**src/rtl/tnn_feature_framer.sv**
```systemverilog
// tnn_feature_framer: quantises a 7-beat raw feature stream into a held
// 7x2-bit vector for the classifier, flagging short/long frames.
module tnn_feature_framer #(
  parameter int unsigned FEAT_W = 8,
  parameter int unsigned T1     = 64,
  parameter int unsigned T2     = 128,
  parameter int unsigned T3     = 192
) (
  input  logic              clk,
  input  logic              rst_n,
  input  logic              s_valid,
  output logic              s_ready,
  input  logic [FEAT_W-1:0] s_data,
  input  logic              s_last,
  output logic              m_valid,
  input  logic              m_ready,
  output logic [1:0]        input_a,
  output logic [1:0]        input_b,
  output logic [1:0]        input_c,
  output logic [1:0]        input_d,
  output logic [1:0]        input_e,
  output logic [1:0]        input_f,
  output logic [1:0]        input_g,
  output logic              err_frame,
  output logic [15:0]       frame_cnt
);

  typedef enum logic {
    COLLECT = 1'b0,
    RESYNC  = 1'b1
  } state_t;

  localparam logic [FEAT_W-1:0] TH1 = FEAT_W'(T1);
  localparam logic [FEAT_W-1:0] TH2 = FEAT_W'(T2);
  localparam logic [FEAT_W-1:0] TH3 = FEAT_W'(T3);

  state_t      state;
  logic [2:0]  idx;
  logic [1:0]  asm_q [6];
  logic [1:0]  out_q [7];
  logic [1:0]  q;
  logic        ready_en;
  logic        last_slot;
  logic        stall;
  logic        accept;

  always_comb begin
    q = 2'd0;
    if (s_data >= TH3)      q = 2'd3;
    else if (s_data >= TH2) q = 2'd2;
    else if (s_data >= TH1) q = 2'd1;
  end

  // Stall only the completing beat while the held vector is still unconsumed.
  assign last_slot = (idx == 3'd6);
  assign stall     = (state == COLLECT) && last_slot && m_valid && !m_ready;
  assign s_ready   = ready_en && !stall;
  assign accept    = s_valid && s_ready;

  always_ff @(posedge clk or negedge rst_n) begin
    if (!rst_n) ready_en <= 1'b0;
    else        ready_en <= 1'b1;
  end

  always_ff @(posedge clk or negedge rst_n) begin
    if (!rst_n) begin
      state     <= COLLECT;
      idx       <= '0;
      err_frame <= 1'b0;
      for (int unsigned i = 0; i < 6; i++) asm_q[i] <= '0;
    end else begin
      err_frame <= 1'b0;
      if (accept) begin
        case (state)
          COLLECT: begin
            if (!last_slot) begin
              if (s_last) begin
                err_frame <= 1'b1;
                idx       <= '0;
              end else begin
                for (int unsigned i = 0; i < 6; i++)
                  if (idx == 3'(i)) asm_q[i] <= q;
                idx <= idx + 3'd1;
              end
            end else begin
              idx <= '0;
              if (!s_last) begin
                err_frame <= 1'b1;
                state     <= RESYNC;
              end
            end
          end
          RESYNC: begin
            if (s_last) begin
              state <= COLLECT;
              idx   <= '0;
            end
          end
          default: state <= COLLECT;
        endcase
      end
    end
  end

  // Deliver on a good 7th beat; the delivery write wins over a same-cycle consume.
  always_ff @(posedge clk or negedge rst_n) begin
    if (!rst_n) begin
      m_valid   <= 1'b0;
      frame_cnt <= '0;
      for (int unsigned i = 0; i < 7; i++) out_q[i] <= '0;
    end else begin
      if (m_valid && m_ready) m_valid <= 1'b0;
      if (accept && (state == COLLECT) && last_slot && s_last) begin
        for (int unsigned i = 0; i < 6; i++) out_q[i] <= asm_q[i];
        out_q[6]  <= q;
        m_valid   <= 1'b1;
        frame_cnt <= frame_cnt + 16'd1;
      end
    end
  end

  assign input_a = out_q[0];
  assign input_b = out_q[1];
  assign input_c = out_q[2];
  assign input_d = out_q[3];
  assign input_e = out_q[4];
  assign input_f = out_q[5];
  assign input_g = out_q[6];

endmodule

```
**config.mk**
```make
export PLATFORM = sky130hd
export DESIGN_NAME = tnn_feature_framer
export DESIGN_NICKNAME = d
export VERILOG_FILES = /design/src/rtl/tnn_feature_framer.sv
export SDC_FILE = /design/constraint.sdc
export NUM_CORES = 1
export LEC_CHECK = 0
export CORE_MARGIN = 3
export CORE_UTILIZATION = 27
export DETAILED_ROUTE_END_ITERATION = 7
export GPL_TIMING_DRIVEN = 0
export MAX_ROUTING_LAYER = met4
export SLEW_MARGIN = 0
export SYNTH_ARGS = -nofsm -noshare
export SYNTH_HDL_FRONTEND = slang
export SYNTH_SLANG_ARGS = --single-unit
```
**constraint.sdc**
```tcl
create_clock -name clk -period 3.7 [get_ports clk]
set_clock_uncertainty 0.05 [all_clocks]
set_input_delay 0.74 -clock clk [delete_from_list [all_inputs] [get_ports clk]]
set_output_delay 0.74 -clock clk [all_outputs]
set_load 0.02 [all_outputs]
```
# Word level (Yosys, flattened, before mapping)

Index checks and enable logic that the tools add are counted.

Memory bits (read-only): 0
Latch bits: 0
Flip-flop bits (word level): 49
Logic and storage cells: 70
Memories kept: 0
Memory bits (writable): 0

Multipliers: 0
$add $sub $neg: 2
Reduce and logical (&&, ||, !) cells: 20
Mux-type cells: 16
Magnitude comparators: 3
Bitwise logic cells: 3
Equality and inequality tests: 7
Shift-type cells: 0
Divide/modulo/power cells: 0

Operator list:

| operator              | number |
|---|---|
| $reduce_and 5->1      | 6 |
| $add 16x1->16 const B | 1 |
| $ge 8x8->1 const B    | 2 |
| $eq 3x3->1 const B    | 3 |
| $logic_and 1x1->1     | 9 |
| $mux 1                | 9 |
| $mux 3                | 3 |
| $ge 8x7->1 const B    | 1 |
| $eq 3x2->1 const B    | 2 |
| $pmux 3 s2            | 1 |
| $mux 2                | 2 |
| $add 3x1->3 const B   | 1 |
| $eq 3x1->1 const B    | 1 |
| $logic_not 3->1       | 1 |
| $not 1->1             | 3 |
| $logic_not 1->1       | 2 |
| $ne 2x2->1 const B    | 1 |
| $pmux 1 s2            | 1 |
| $reduce_and 2->1      | 1 |
| $reduce_bool 2->1     | 1 |

# Longest topological paths before layout

Word-level depth: 11
Depth in mapped cells: 7

# Worst setup path after synthesis

No wires, ideal clock.

Kind: in2out
Start: in m_ready
End: out s_ready
Arrival: 1,237 ps
Data required time: 2,910 ps
Setup slack: 1,673 ps
Path buffers: 0
Cell stages on the path: 2
Path through: nand4b_1 o21a_1

Longest elaborated chain between the ends: 4

RTL lines:

| element           | line | source |
|---|---|---|
| start, declared   | 16   | `input logic m_ready,` |
| $logic_not 1->1   | 56   | `assign stall = (state == COLLECT) && last_slot && m_valid && !m_ready;` |
| $logic_and 1x1->1 | 56   |  |
| $logic_not 1->1   | 57   | `assign s_ready = ready_en && !stall;` |
| $logic_and 1x1->1 | 57   |  |
| end, declared     | 12   | `output logic s_ready,` |

No other way between the ends.

# Worst setup path after layout

Ends and elaborated chain as after synthesis.

==> metrics <==
Port Buffer Count 39; post-place instance area 2751 sq um; setup bufs post-CTS 0; synthesized area 2218 sq um; layout cell share with drive strength beyond 1 21.66%; vias in the first global route 1466; Max Cap Viol 0; CTS Hold Buffers Added 0; top-area cell type share of the netlist area 55.27%; status completed; Adder-Cell Fraction of Synth Area 4.512%; Final Max Slew Viols 0; Worst Tran Pin Value 0.5178 ns; final wirelength 4133 um; Final Hold Vio Count 0; nets@finish 237; PwrDens 404.8 nW/um^2; DRT Pass-1 Iters 4; synth top area cells dfrtp_1 55%, mux2_2 12%, xnor2_1 5.5%, ha_1 4.5%, nand2_1 2.2%; CTS tree done; FFs w/ async S/R, synth 100.0%; die height 96.65 um; post-route cell area 2868 sq um; gr ovfl total 0; main flop type after synthesis dfrtp_1; Syn Inst Count 169; largest net degree at the start of global routing 35; post-cts resize count 0; Antenna Violating Nets Remaining 0; Post-Synth Simple-Gate Area 14.50%; setup TNS 0 ns; leakage 1.309 nW; Synth warnings 0; syn_nets 190; complex-gate fraction of the synthesized area 3.215%; DR DRC count 0; Avg Vias per Cell 4.476; Worst VDD drop 0.1497 mV; detailed placement HPWL 3123 um; core area 7848 sq um; aggregate global-route resource usage 9.629%; Root Buffer clkbuf_8; Final WS setup 0.7032 ns; largest family of logic cells by synthesized area simple AND/OR/NAND/NOR gates; period utilization 80.99%; number of fill cells in the layout 814; Worst EP required 2.91 ns; startpoint types primary input; Worst Path Arrival 2.21 ns; Area growth syn-to-layout 29.27%; Tmin final 2.997 ns; sequential area share after synthesis 55.27%; syn avg cell area 13.13 sq um; type of the worst setup path in -> out; post-synthesis mux area share 13.71%; register bit total from synthesis 49; CTS sink cnt 49; Skew-Pair Late Insertion Delay 0.30 ns; Initial Utilization 28.27%; Max Root-Sink Buffers 2; Finish-stage setup viols 0; number of diodes 0; RSZ-0062 raised after global routing no; DIE AREA 9340 sq um; initial antenna violation count 0; crit path max fanout 5; max_slew headroom 65.22%; cell accounting for the most synthesized area dfrtp_1; HP Class in -> async; die width 96.65 um; RD Place Congestion 0.6861; I/O Pins 46; clock buffer count from CTS 5; CTS H-tree lvls 2; Clock transition at path regs 0.10 ns; FMAX 333.7 MHz; XOR/XNOR Fraction of Synth Area 5.922%; dpl ws 0.6950 ns; Critical Path End Type output port; synth unique cells 36; via count 1428; Starting DRT DRC Count 50; row count 32; DR WL/cell 12.96 um; first-pass GRT wire length 7196 um; Post-synth EDFFs 0
## power by group
part	internal [mW]	switching (mW)
combinational	0.0741	0.0713
clock	0.206	0.188
sequential	0.590	0.0310
## through the flow
stage          hold slack (ns)  std cells  total power, mW  utilization (%)
2_1_floorplan           0.3944        169           0.7193                -
5_1_grt                 0.3107        319            1.230            36.54
3_3_place_gp            0.4113        310           0.7746            34.87
6_report                0.2977        319            1.161            36.54
4_1_cts                 0.3048        319            1.180            36.54
3_5_place_dp            0.4151        311           0.7797            35.06
## placed cells by master (no fill, tap or decap), drive strengths merged, types with 2 or more instances in the layout
master / n
and3: 6
dfrtp: 49
o21ai: 4
buf: 7
nor2: 2
inv: 7
xnor2: 14
nand3: 10
clkdlybuf4s50: 38
nand2: 13
nand4: 6
a22oi: 2
ha: 8
clkbuf: 6
mux2: 27
and4: 2
## worst max-delay path: stages
cell and delay, ns:
clkdlybuf4s50_1 0.42, nand4b_1 0.28, o21a_1 0.23, clkdlybuf4s50_1 0.54
## cells in the mapped netlist, types with 2 or more instances
cell type and instances:
ha_1 8, nand3_2 2, o21ai_0 4, nor2_1 2
nand2_1 13, nand4_1 6, mux2_1 4, a22oi_1 2
nand3_1 7, inv_1 5, xnor2_1 14, buf_4 3
and4_1 2, dfrtp_1 49, and3_1 5, mux2_2 23
## final cells by class
class                      count  area, sq um  area share (%)
sequential                    49         1226           42.76
multi-input combinational    109        932.1           32.50
timing repair buffer          40        405.4           14.14
tap                          102        127.6           4.450
clock buffer                   5        68.82           2.400
clock inverter                 3        47.55           1.658
buffer                         6        41.29           1.440
inverter                       5        18.77          0.6545
## sequential cells by signal, summed over array words and instances (netlist names), 2 cells and up
| register | cells |
|---|---|
| input_c | 2 |
| input_d | 2 |
| input_b | 2 |
| input_e | 2 |
| input_f | 2 |
| idx | 3 |
| input_a | 2 |
| frame_cnt | 16 |
| input_g | 2 |
| asm_q | 12 |
## cell families (layout without fill, tap and decap cells)
logic type | count (synthesis) | count (layout)
DFF | 49 | 49
and+or+nand+nor | 47 | 47
muxes | 27 | 27
xor gates and xnor gates | 15 | 15
AOI/OAI and AO/OA | 11 | 11
buffers and inverters | 11 | 59
adders and majority gates | 8 | 8
other | 1 | 1
## metal layers
metal,routed length [um],up-vias,part of all wire (%),track usage [%]
met5,0,-,0,-
met4,33,0,0.80,2.268
met3,195,4,4.7,2.596
met2,2008,31,49,15.50
met1,1895,711,46,12.15
li1,-,682,-,-
## path summary, 6_finish.rpt
kind / start / to / slack (ns) / cells past startpoint
setup reg to reg: idx[0]$_DFFE_PN0P_ / asm_q[5]$_DFFE_PN0P_ / 1.66 / 7
setup / recovery: m_ready / s_ready / 0.70 / 4
hold / removal: rst_n / frame_cnt[9]$_DFFE_PN0P_ / 0.30 / 1
hold reg to reg: frame_cnt[15]$_DFFE_PN0P_ / frame_cnt[15]$_DFFE_PN0P_ / 0.42 / 1
max in group asynchronous: rst_n / input_c[0]$_DFFE_PN0P_ / 2.79 / 2
min in group clk: frame_cnt[15]$_DFFE_PN0P_ / frame_cnt[15]$_DFFE_PN0P_ / 0.42 / 1
(Power assumes the default switching activity.)
